**src/rtl/ysyx_22051145_id_ex_stage.sv**
```systemverilog
// Decode->execute pipeline register with a two-entry skid buffer.
// MAIN drives the ALU operand ports, SKID absorbs the one extra instruction
// that can arrive while EX stalls, so id_ready is a pure register output.
`ifndef DECINFO_WIDTH
`define DECINFO_WIDTH 16
`endif

module ysyx_22051145_id_ex_stage #(
    parameter int XLEN  = 64,
    parameter int DEC_W = `DECINFO_WIDTH
) (
    input  logic             clk,
    input  logic             rst_n,
    input  logic             flush,
    input  logic             id_valid,
    output logic             id_ready,
    input  logic [XLEN-1:0]  id_pc,
    input  logic [XLEN-1:0]  id_op1,
    input  logic [XLEN-1:0]  id_op2,
    input  logic [DEC_W-1:0] id_dec_info,
    input  logic [4:0]       id_rd,
    input  logic             id_rd_wen,
    output logic             ex_valid,
    input  logic             ex_ready,
    output logic [XLEN-1:0]  ex_pc,
    output logic [XLEN-1:0]  ex_op1,
    output logic [XLEN-1:0]  ex_op2,
    output logic [DEC_W-1:0] ex_dec_info,
    output logic [4:0]       ex_rd,
    output logic             ex_rd_wen
);

    // One instruction worth of payload, as carried through MAIN and SKID.
    typedef struct packed {
        logic [XLEN-1:0]  pc;
        logic [XLEN-1:0]  op1;
        logic [XLEN-1:0]  op2;
        logic [DEC_W-1:0] dec_info;
        logic [4:0]       rd;
        logic             rd_wen;
    } payload_t;

    // State encoding is {main_v, skid_v}; SKID is never valid without MAIN.
    typedef enum logic [1:0] {
        ST_EMPTY = 2'b00,
        ST_BUSY  = 2'b10,
        ST_FULL  = 2'b11
    } state_t;

    state_t   r_state;
    state_t   w_state_nxt;
    logic     r_id_ready;
    payload_t r_main;
    payload_t r_skid;
    payload_t w_id_payload;
    logic     w_main_v;
    logic     w_in;
    logic     w_out;
    logic     w_load_main_id;
    logic     w_load_main_skid;
    logic     w_load_skid;

    assign w_id_payload.pc       = id_pc;
    assign w_id_payload.op1      = id_op1;
    assign w_id_payload.op2      = id_op2;
    assign w_id_payload.dec_info = id_dec_info;
    assign w_id_payload.rd       = id_rd;
    assign w_id_payload.rd_wen   = id_rd_wen;

    assign w_main_v = (r_state != ST_EMPTY);
    // Handshakes: the upstream side only ever sees the registered ready.
    assign w_in     = id_valid & r_id_ready;
    assign w_out    = w_main_v & ex_ready;

    // Next-state and payload load selection; flush overrides every transfer.
    always_comb begin
        w_state_nxt      = r_state;
        w_load_main_id   = 1'b0;
        w_load_main_skid = 1'b0;
        w_load_skid      = 1'b0;
        if (flush) begin
            w_state_nxt = ST_EMPTY;
        end else begin
            case (r_state)
                ST_EMPTY: begin
                    if (w_in) begin
                        w_state_nxt    = ST_BUSY;
                        w_load_main_id = 1'b1;
                    end else begin
                        w_state_nxt = ST_EMPTY;
                    end
                end
                ST_BUSY: begin
                    if (w_in && w_out) begin
                        w_state_nxt    = ST_BUSY;
                        w_load_main_id = 1'b1;
                    end else if (w_in) begin
                        w_state_nxt = ST_FULL;
                        w_load_skid = 1'b1;
                    end else if (w_out) begin
                        w_state_nxt = ST_EMPTY;
                    end else begin
                        w_state_nxt = ST_BUSY;
                    end
                end
                ST_FULL: begin
                    if (w_out) begin
                        w_state_nxt      = ST_BUSY;
                        w_load_main_skid = 1'b1;
                    end else begin
                        w_state_nxt = ST_FULL;
                    end
                end
                default: begin
                    w_state_nxt = ST_EMPTY;
                end
            endcase
        end
    end

    // Occupancy state and the registered upstream ready derived from next state.
    always_ff @(posedge clk or negedge rst_n) begin
        if (!rst_n) begin
            r_state    <= ST_EMPTY;
            r_id_ready <= 1'b1;
        end else begin
            r_state    <= w_state_nxt;
            r_id_ready <= (w_state_nxt != ST_FULL);
        end
    end

    // MAIN payload: refilled from decode or promoted from SKID, otherwise held.
    always_ff @(posedge clk or negedge rst_n) begin
        if (!rst_n) begin
            r_main <= '0;
        end else if (w_load_main_id) begin
            r_main <= w_id_payload;
        end else if (w_load_main_skid) begin
            r_main <= r_skid;
        end else begin
            r_main <= r_main;
        end
    end

    // SKID payload: captures the instruction that arrives while EX is stalled.
    always_ff @(posedge clk or negedge rst_n) begin
        if (!rst_n) begin
            r_skid <= '0;
        end else if (w_load_skid) begin
            r_skid <= w_id_payload;
        end else begin
            r_skid <= r_skid;
        end
    end

    // Outputs come straight from registers; control-like fields are gated by
    // MAIN valid so a bubble reaches the ALU as dec_info 0 and no writeback.
    assign id_ready    = r_id_ready;
    assign ex_valid    = w_main_v;
    assign ex_pc       = r_main.pc;
    assign ex_op1      = r_main.op1;
    assign ex_op2      = r_main.op2;
    assign ex_dec_info = w_main_v ? r_main.dec_info : {DEC_W{1'b0}};
    assign ex_rd       = r_main.rd;
    assign ex_rd_wen   = w_main_v & r_main.rd_wen;

endmodule
```
**config.mk**
```make
export PLATFORM = sky130hd
export DESIGN_NAME = ysyx_22051145_id_ex_stage
export DESIGN_NICKNAME = d
export VERILOG_FILES = /design/src/rtl/ysyx_22051145_id_ex_stage.sv
export SDC_FILE = /design/constraint.sdc
export NUM_CORES = 1
export LEC_CHECK = 0
export CORE_AREA = 2 2 213 215
export CTS_CLUSTER_SIZE = 20
export DETAILED_ROUTE_END_ITERATION = 7
export DIE_AREA = 0 0 215 217
export PLACE_DENSITY = 0.7
export SETUP_SLACK_MARGIN = 0.15
export SYNTH_ARGS = -nofsm -noshare
export SYNTH_HDL_FRONTEND = slang
export SYNTH_SLANG_ARGS = --single-unit
```
**constraint.sdc**
```tcl
create_clock -name clk -period 2.95 [get_ports clk]
set_clock_uncertainty 0.1 [all_clocks]
set_input_delay 0.59 -clock clk [delete_from_list [all_inputs] [get_ports clk]]
set_output_delay 0.59 -clock clk [all_outputs]
set_load 0.005 [all_outputs]
```
==> results of run 1 <==
[area by class of cell]
class,instances,area (sq um),share of cell area
multi-input cells,672,6120,0.252
flip-flops and latches,431,10800,0.444
inverters,3,11.3,0.000463
well taps,600,751,0.0309
clock buffers,63,1380,0.0567
repair buffers,487,4990,0.205
clock inverters,19,278,0.0114
[through the flow]
stage / std cells / util / power [uW] / area, sq um
global placement: 2192 / 0.507 / 11000 / 22600
floorplan: 1398 / - / 9760 / 18900
CTS: 2275 / 0.544 / 17500 / 24300
global route: 2275 / 0.544 / 18000 / 24300
finish: 2275 / 0.544 / 17200 / 24300
detailed placement: 2192 / 0.507 / 11100 / 22600
[flip-flops by register name, indices dropped and copies added, names as in the netlist]
| signal | flops |
|---|---|
| r_main | 17 |
| ex_pc | 64 |
| ex_op1 | 64 |
| id_ready | 1 |
| ex_op2 | 64 |
| r_skid | 214 |
| r_state | 2 |
| ex_rd | 5 |
[per-layer routing]
layer	track usage	vias to the layer above
li1	-	5350
met1	0.259	6272
met2	0.330	363
met3	0.0598	77
met4	0.0595	2
met5	0	-
[power groups by stage]
stage               Clock (uW)  Sequential, uW  Combinational, uW
floorplan                    0            7700               2060
global placement             0            7870               3090
detailed placement           0            7930               3190
CTS                       6400            7850               3200
global route              6620            8000               3390
finish                    6240            7860               3150
[kinds of logic (layout without fill, tap and decap cells)]
family,after synthesis,in the layout
buffers and inverters,295,572
AOI/OAI and AO/OA,215,215
muxes,218,218
DFF,431,431
and+or+nand+nor,239,239
[repair_timing]
action / CTS / global route
setup endpoints to repair: 0 / 11
hold buffers: 1 / 0
endpoints found under the hold margin: 41 / 0
setup buffers: 0 / 0
resized for setup: 0 / 1
[worst paths after layout]
path	from	end	slack [ns]
hold / removal	r_skid[209]$_DFFE_PN0P_	r_skid[209]$_DFFE_PN0P_	0.39
setup reg to reg	id_ready$_DFF_PN1_	ex_pc[48]$_DFFE_PN0P_	0.88
max in group asynchronous	rst_n	id_ready$_DFF_PN1_	1.45
min in group asynchronous	rst_n	ex_op1[44]$_DFFE_PN0P_	0.46
hold reg to reg	r_skid[209]$_DFFE_PN0P_	r_skid[209]$_DFFE_PN0P_	0.39
setup / recovery	r_state[1]$_DFF_PN0_	ex_dec_info[2]	0.25
[cells in the final DEF (no fill, tap or decap)]
cell type and instances:
clkdlybuf4s50_1 433, dfrtp_1 430, mux2_2 218, and2_1 212
a221o_1 212, clkbuf_16 49, buf_4 32, buf_12 19
nor2b_1 17, clkbuf_8 10, clkinv_2 9, bufinv_16 7
clkbuf_1 4, inv_1 3, clkinvlp_4 3, nor2_1 2
nand2b_1 2, and2_0 1, nor3b_1 1, o21ai_0 1
and3b_1 1, a21oi_1 1, and4b_4 1, and3_4 1
a31oi_4 1, nand2_4 1, dlygate4sd3_1 1, dfstp_2 1
buf_8 1, buf_6 1
==> impl_metrics.csv, run 1 <==
group,metric,value,unit
cells_and_area,n_fill_cell,3741,
drt,first_pass_iters,5,
critical_path,cp.buffers_inverters,2,
critical_path,cp_num_cells,4,
floorplan,die_h,217,microns
power,power.internal,13200,uW
cells_and_area,final_layout_size_suffix_gt1_frac,0.211,
critical_path,cp.required,2.26,ns
critical_path,crit_family,"buffers and inverters",
cells_and_area,area_delta_synth_final,28.5,%
timing,fin_crit,2.70,ns
drt,routed_wl,47.5,mm
placed_design,place_ws,0.335,ns
critical_path,critPathArrivalTime,2.01,ns
drt,met1_length,19.8,mm
timing,fmax,370,MHz
timing,relSlewSlack,0.670,
grt,grt_pass1_vias,12839,
synthesis,post_synth_fa_ha_maj_area_fraction,0,
synthesis,synthXorXnorAreaFrac,0,
drt,ant_nets,0,
drt,wl_met3,3.40,mm
synthesis,post-synth-top-area-cell,"dfrtp_1",
floorplan,row_count,78,
synthesis,yosys_register_bits,431,
job,cap_violations,0,
synthesis,ys_top_cells_by_count,"dfrtp_1 (430), mux2_2 (218), a221o_1 (212), and2_1 (212), buf_4 (197)",
drt,wire_per_inst,20.9,microns
timing,period_share,0.917,
timing,worst_hold_slack,0.395,ns
critical_path,r2r_cells,5,
power,power_frac_clock,0.362,
clock_tree,insertion_delay,0.56,ns
critical_path,cp_cell_sequence,"nor2_1, buf_6, nor2b_1, clkdlybuf4s50_1",
clock_tree,cts_made_buffers,47,
power,irDropWorstVdd,0.643,mV
synthesis,syn_nets,1617,
placed_design,gp_congestion,0.805,
floorplan,ios,435,
clock_tree,cts_tree,"yes",
synthesis,yosys.area.top_type_share,0.568,
critical_path,slowest_stage,"clkdlybuf4s50_1",
clock_tree,clkTransAtPathRegs,0.06,ns
hold_path,hold_depth,1,
drt,drc,0,
critical_path,path_class,"reg2out",
floorplan,start_util,0.423,
drt,drt_iter0_markers,782,
synthesis,synth_most_common_cell,"dfrtp_1",
power,power_frac_seq,0.456,
timing,slew_violations,0,
grt,grt_pass1_wl,74.7,mm
power,p_leak,0.0106,uW
critical_path,critPathMaxStageDelay,0.56,ns
floorplan,dieWidth,215,microns
grt,overflow,0,
synthesis,seq_area_frac_synth,0.570,
timing,tightest_slew,0.495,ns
drt,wl_met2,23.0,mm
synthesis,synth_top_family_by_area,"multiplexers",
power,sw_frac_of_total,0.235,
power,comb_power_share,0.183,
clock_tree,clockBufferDepth,3,
synthesis,postSynthAreaPerCell,13.5,sq um
timing,finalSetupViolCount,0,
synthesis,yosysWarnings,0,
status,status,"completed",
synthesis,synth-main-ff-cell,"dfrtp_1",
power,p_per_area,709,nW/um^2
synthesis,synth-compound-area-share,0.113,
timing,hold_viol_final,0,
drt,top_layer,"met5",
timing,totalNegativeSetupSlack,0,ns
synthesis,syn_inst,1398,
timing,rsz0062_at_grt,"false",
floorplan,die_area,46700,sq um
critical_path,startpoint_type,"flop",
critical_path,crit_fanout,15,
cells_and_area,antenna_cells,0,
clock_tree,htree_levels,2,
placed_design,dp_hpwl,32.2,mm
synthesis,yosysUniqueCellTypes,22,
grt,grt_max_degree,108,
power,p_switching,4060,uW
synthesis,syn_area,18900,sq um
clock_tree,root_buffer,"clkbuf_16",
synthesis,async_reset_ff_frac,1.00,
hold_path,hold_class,"reg2reg",
floorplan,design.core.area,44700,sq um
cells_and_area,fin_nets,1861,
clock_tree,clock-sinks,431,
timing,worst_slack,0.246,ns
synthesis,synthTopCellsByArea,"dfrtp_1 (57%), mux2_2 (13%), a221o_1 (11%), buf_4 (7.8%), and2_1 (7.0%)",
synthesis,synthMuxAreaShare,0.130,
synthesis,synth_edf_count,0,
synthesis,synthSimpleGateAreaFrac,0.0790,
drt,vias,12064,
drt,viasPerCell,5.30,
grt,antenna_found_initial,1,
grt,grt_use_total,0.201,
placed_design,portBuffers,434,
critical_path,end_kind,"output port",
Note: power is estimated with default switching activity, not from simulation.
==> run 2: changes to the inputs <==
CORE_AREA = 2 2 181 254   (was 2 2 213 215)
DIE_AREA = 0 0 183 256   (was 0 0 215 217)
GPL_ROUTABILITY_DRIVEN = 0   (was default)
PLACE_DENSITY = 0.69   (was 0.7)
clock period = 3.5 ns   (was 2.95 ns; I/O delays follow)
==> run 2 against run 1 <==
Effect of this change:
- non-clock buffer count is 15 lower
- critical path type unchanged
- utilization decreased by 0.68 points
- first-iteration DRC count down 7.3%
- via count shrank 0.19%
- sequential share of layout area increased by 0.60 points
- clock power shrank 20%
- cell count is 2.0% lower
- highest routed layer unchanged
==> impl_metrics.csv, run 2 (same netlist as run 1, synthesis figures left out) <==
group,metric,value,unit
status,status,"completed",
drt,wire_per_inst,21.3,microns
placed_design,dp_hpwl,31.5,mm
critical_path,crit_fanout,18,
timing,tightest_slew,0.690,ns
critical_path,startpoint_type,"flop",
clock_tree,post_cts_resized,0,
drt,viasPerCell,5.40,
clock_tree,clockBufferDepth,3,
critical_path,cp_cell_sequence,"nor2_1, buf_4, nor2b_1, clkdlybuf4s50_1",
drt,routed_wl,47.5,mm
timing,hold_viol_final,0,
grt,grt_max_degree,111,
clock_tree,postCtsSetupBuffers,0,
grt,grt_pass1_wl,74.5,mm
drt,drt_iter0_markers,725,
floorplan,design.core.area,44700,sq um
cells_and_area,regMostFlops,"r_skid",
power,power_frac_seq,0.465,
grt,grt_use_total,0.201,
drt,ant_nets,0,
power,sw_frac_of_total,0.239,
clock_tree,cts_made_buffers,43,
timing,finalSetupViolCount,0,
placed_design,portBuffers,434,
power,power_frac_clock,0.350,
grt,antenna_found_initial,12,
clock_tree,clock-sinks,431,
clock_tree,insertion_delay,0.54,ns
cells_and_area,final_layout_size_suffix_gt1_frac,0.201,
cells_and_area,mostFrequentLayoutCell,"clkdlybuf4s50_1",
clock_tree,clkTransAtPathRegs,0.07,ns
timing,period_share,0.789,
floorplan,die_h,256,microns
critical_path,critPathArrivalTime,1.96,ns
power,p_switching,3400,uW
clock_tree,htree_levels,2,
floorplan,start_util,0.424,
drt,vias,12041,
power,p_leak,0.0104,uW
clock_tree,root_buffer,"clkbuf_16",
critical_path,path_class,"reg2out",
power,power.total,14200,uW
power,power.internal,10800,uW
timing,fmax,362,MHz
cells_and_area,area_delta_synth_final,26.8,%
cells_and_area,final_cell_mix,"clkdlybuf4s50_1 (433), dfrtp_1 (430), mux2_2 (218)",
critical_path,critPathMaxStageDelay,0.53,ns
critical_path,cp.required,2.70,ns
timing,fin_crit,2.76,ns
clock_tree,cts_tree,"yes",
power,p_per_area,593,nW/um^2
critical_path,cp.buffers_inverters,2,
cells_and_area,n_fill_cell,3708,
clock_tree,cts_hold_buf,0,
job,cap_violations,0,
grt,grt_pass1_vias,12835,
floorplan,ios,435,
timing,slew_violations,0,
timing,rsz0062_at_grt,"false",
hold_path,hold_class,"in2async",
critical_path,crit_family,"buffers and inverters",
drt,drc,0,
floorplan,row_count,92,
timing,totalNegativeSetupSlack,0,ns
power,irDropWorstVdd,0.379,mV
critical_path,end_kind,"output port",
floorplan,die_area,46800,sq um
floorplan,dieWidth,183,microns
cells_and_area,largest_register_ffs,214,
grt,overflow,0,
timing,relSlewSlack,0.540,
drt,first_pass_iters,5,
critical_path,slowest_stage,"clkdlybuf4s50_1",
cells_and_area,fin_nets,1842,
power,comb_power_share,0.185,
run 2: cell count changes in the layout (fill, tap and decap cells not counted), moves of 4 or more:
cell and change:
diode_2 +10, buf_12 -4, buf_4 -9, clkbuf_8 -4, clkbuf_16 -4
run 2: routing by layer:
layer | share of wire | GRT usage | wire length (microns)
met1 | 0.39 | 0.243 | 18500
met2 | 0.50 | 0.339 | 24000
met3 | 0.061 | 0.0443 | 2900
met4 | 0.045 | 0.0993 | 2150
met5 | 0.00040 | 0 | 19
run 2: final timing paths:
kind,start,end,slack (ns),cells after the start
max in group asynchronous,rst_n,ex_op1[50]$_DFFE_PN0P_,2.30,2
worst max-delay path,r_state[1]$_DFF_PN0_,ex_rd_wen,0.74,4
min in group clk,r_skid[27]$_DFFE_PN0P_,r_skid[27]$_DFFE_PN0P_,0.39,1
worst max register to register,id_ready$_DFF_PN1_,ex_op1[42]$_DFFE_PN0P_,1.29,5
worst min register to register,r_skid[27]$_DFFE_PN0P_,r_skid[27]$_DFFE_PN0P_,0.39,1
worst min-delay path,rst_n,ex_op2[48]$_DFFE_PN0P_,0.03,1
run 2: through the flow:
step,cells,cell area [sq um],setup WS (ns),hold slack [ns],utilization
after floorplan,1398,18900,1.45,0.304,-
final,2229,24000,0.739,0.0300,0.537
after CTS,2219,24000,0.725,0.0549,0.537
after global routing,2229,24000,0.670,0.0670,0.537
after global placement,2142,22400,0.649,0.377,0.503
after detailed placement,2142,22400,0.622,0.384,0.503
run 2: area by class of cell:
type	instances	area (sq um)	area share
flip-flops and latches	431	10800	0.450
multi-input cells	672	6120	0.255
repair buffers	472	4820	0.201
clock buffers	57	1230	0.0513
well taps	564	706	0.0294
clock inverters	20	292	0.0122
diodes	10	25.0	0.00104
inverters	3	11.3	0.000469
run 2: power by group through the flow:
stage / clock network, uW / registers (uW) / logic, uW
2_1_floorplan: 0 / 6490 / 1740
3_3_place_gp: 0 / 6630 / 2590
3_5_place_dp: 0 / 6680 / 2670
4_1_cts: 5100 / 6610 / 2680
5_1_grt: 5300 / 6730 / 2830
6_report: 4980 / 6620 / 2630
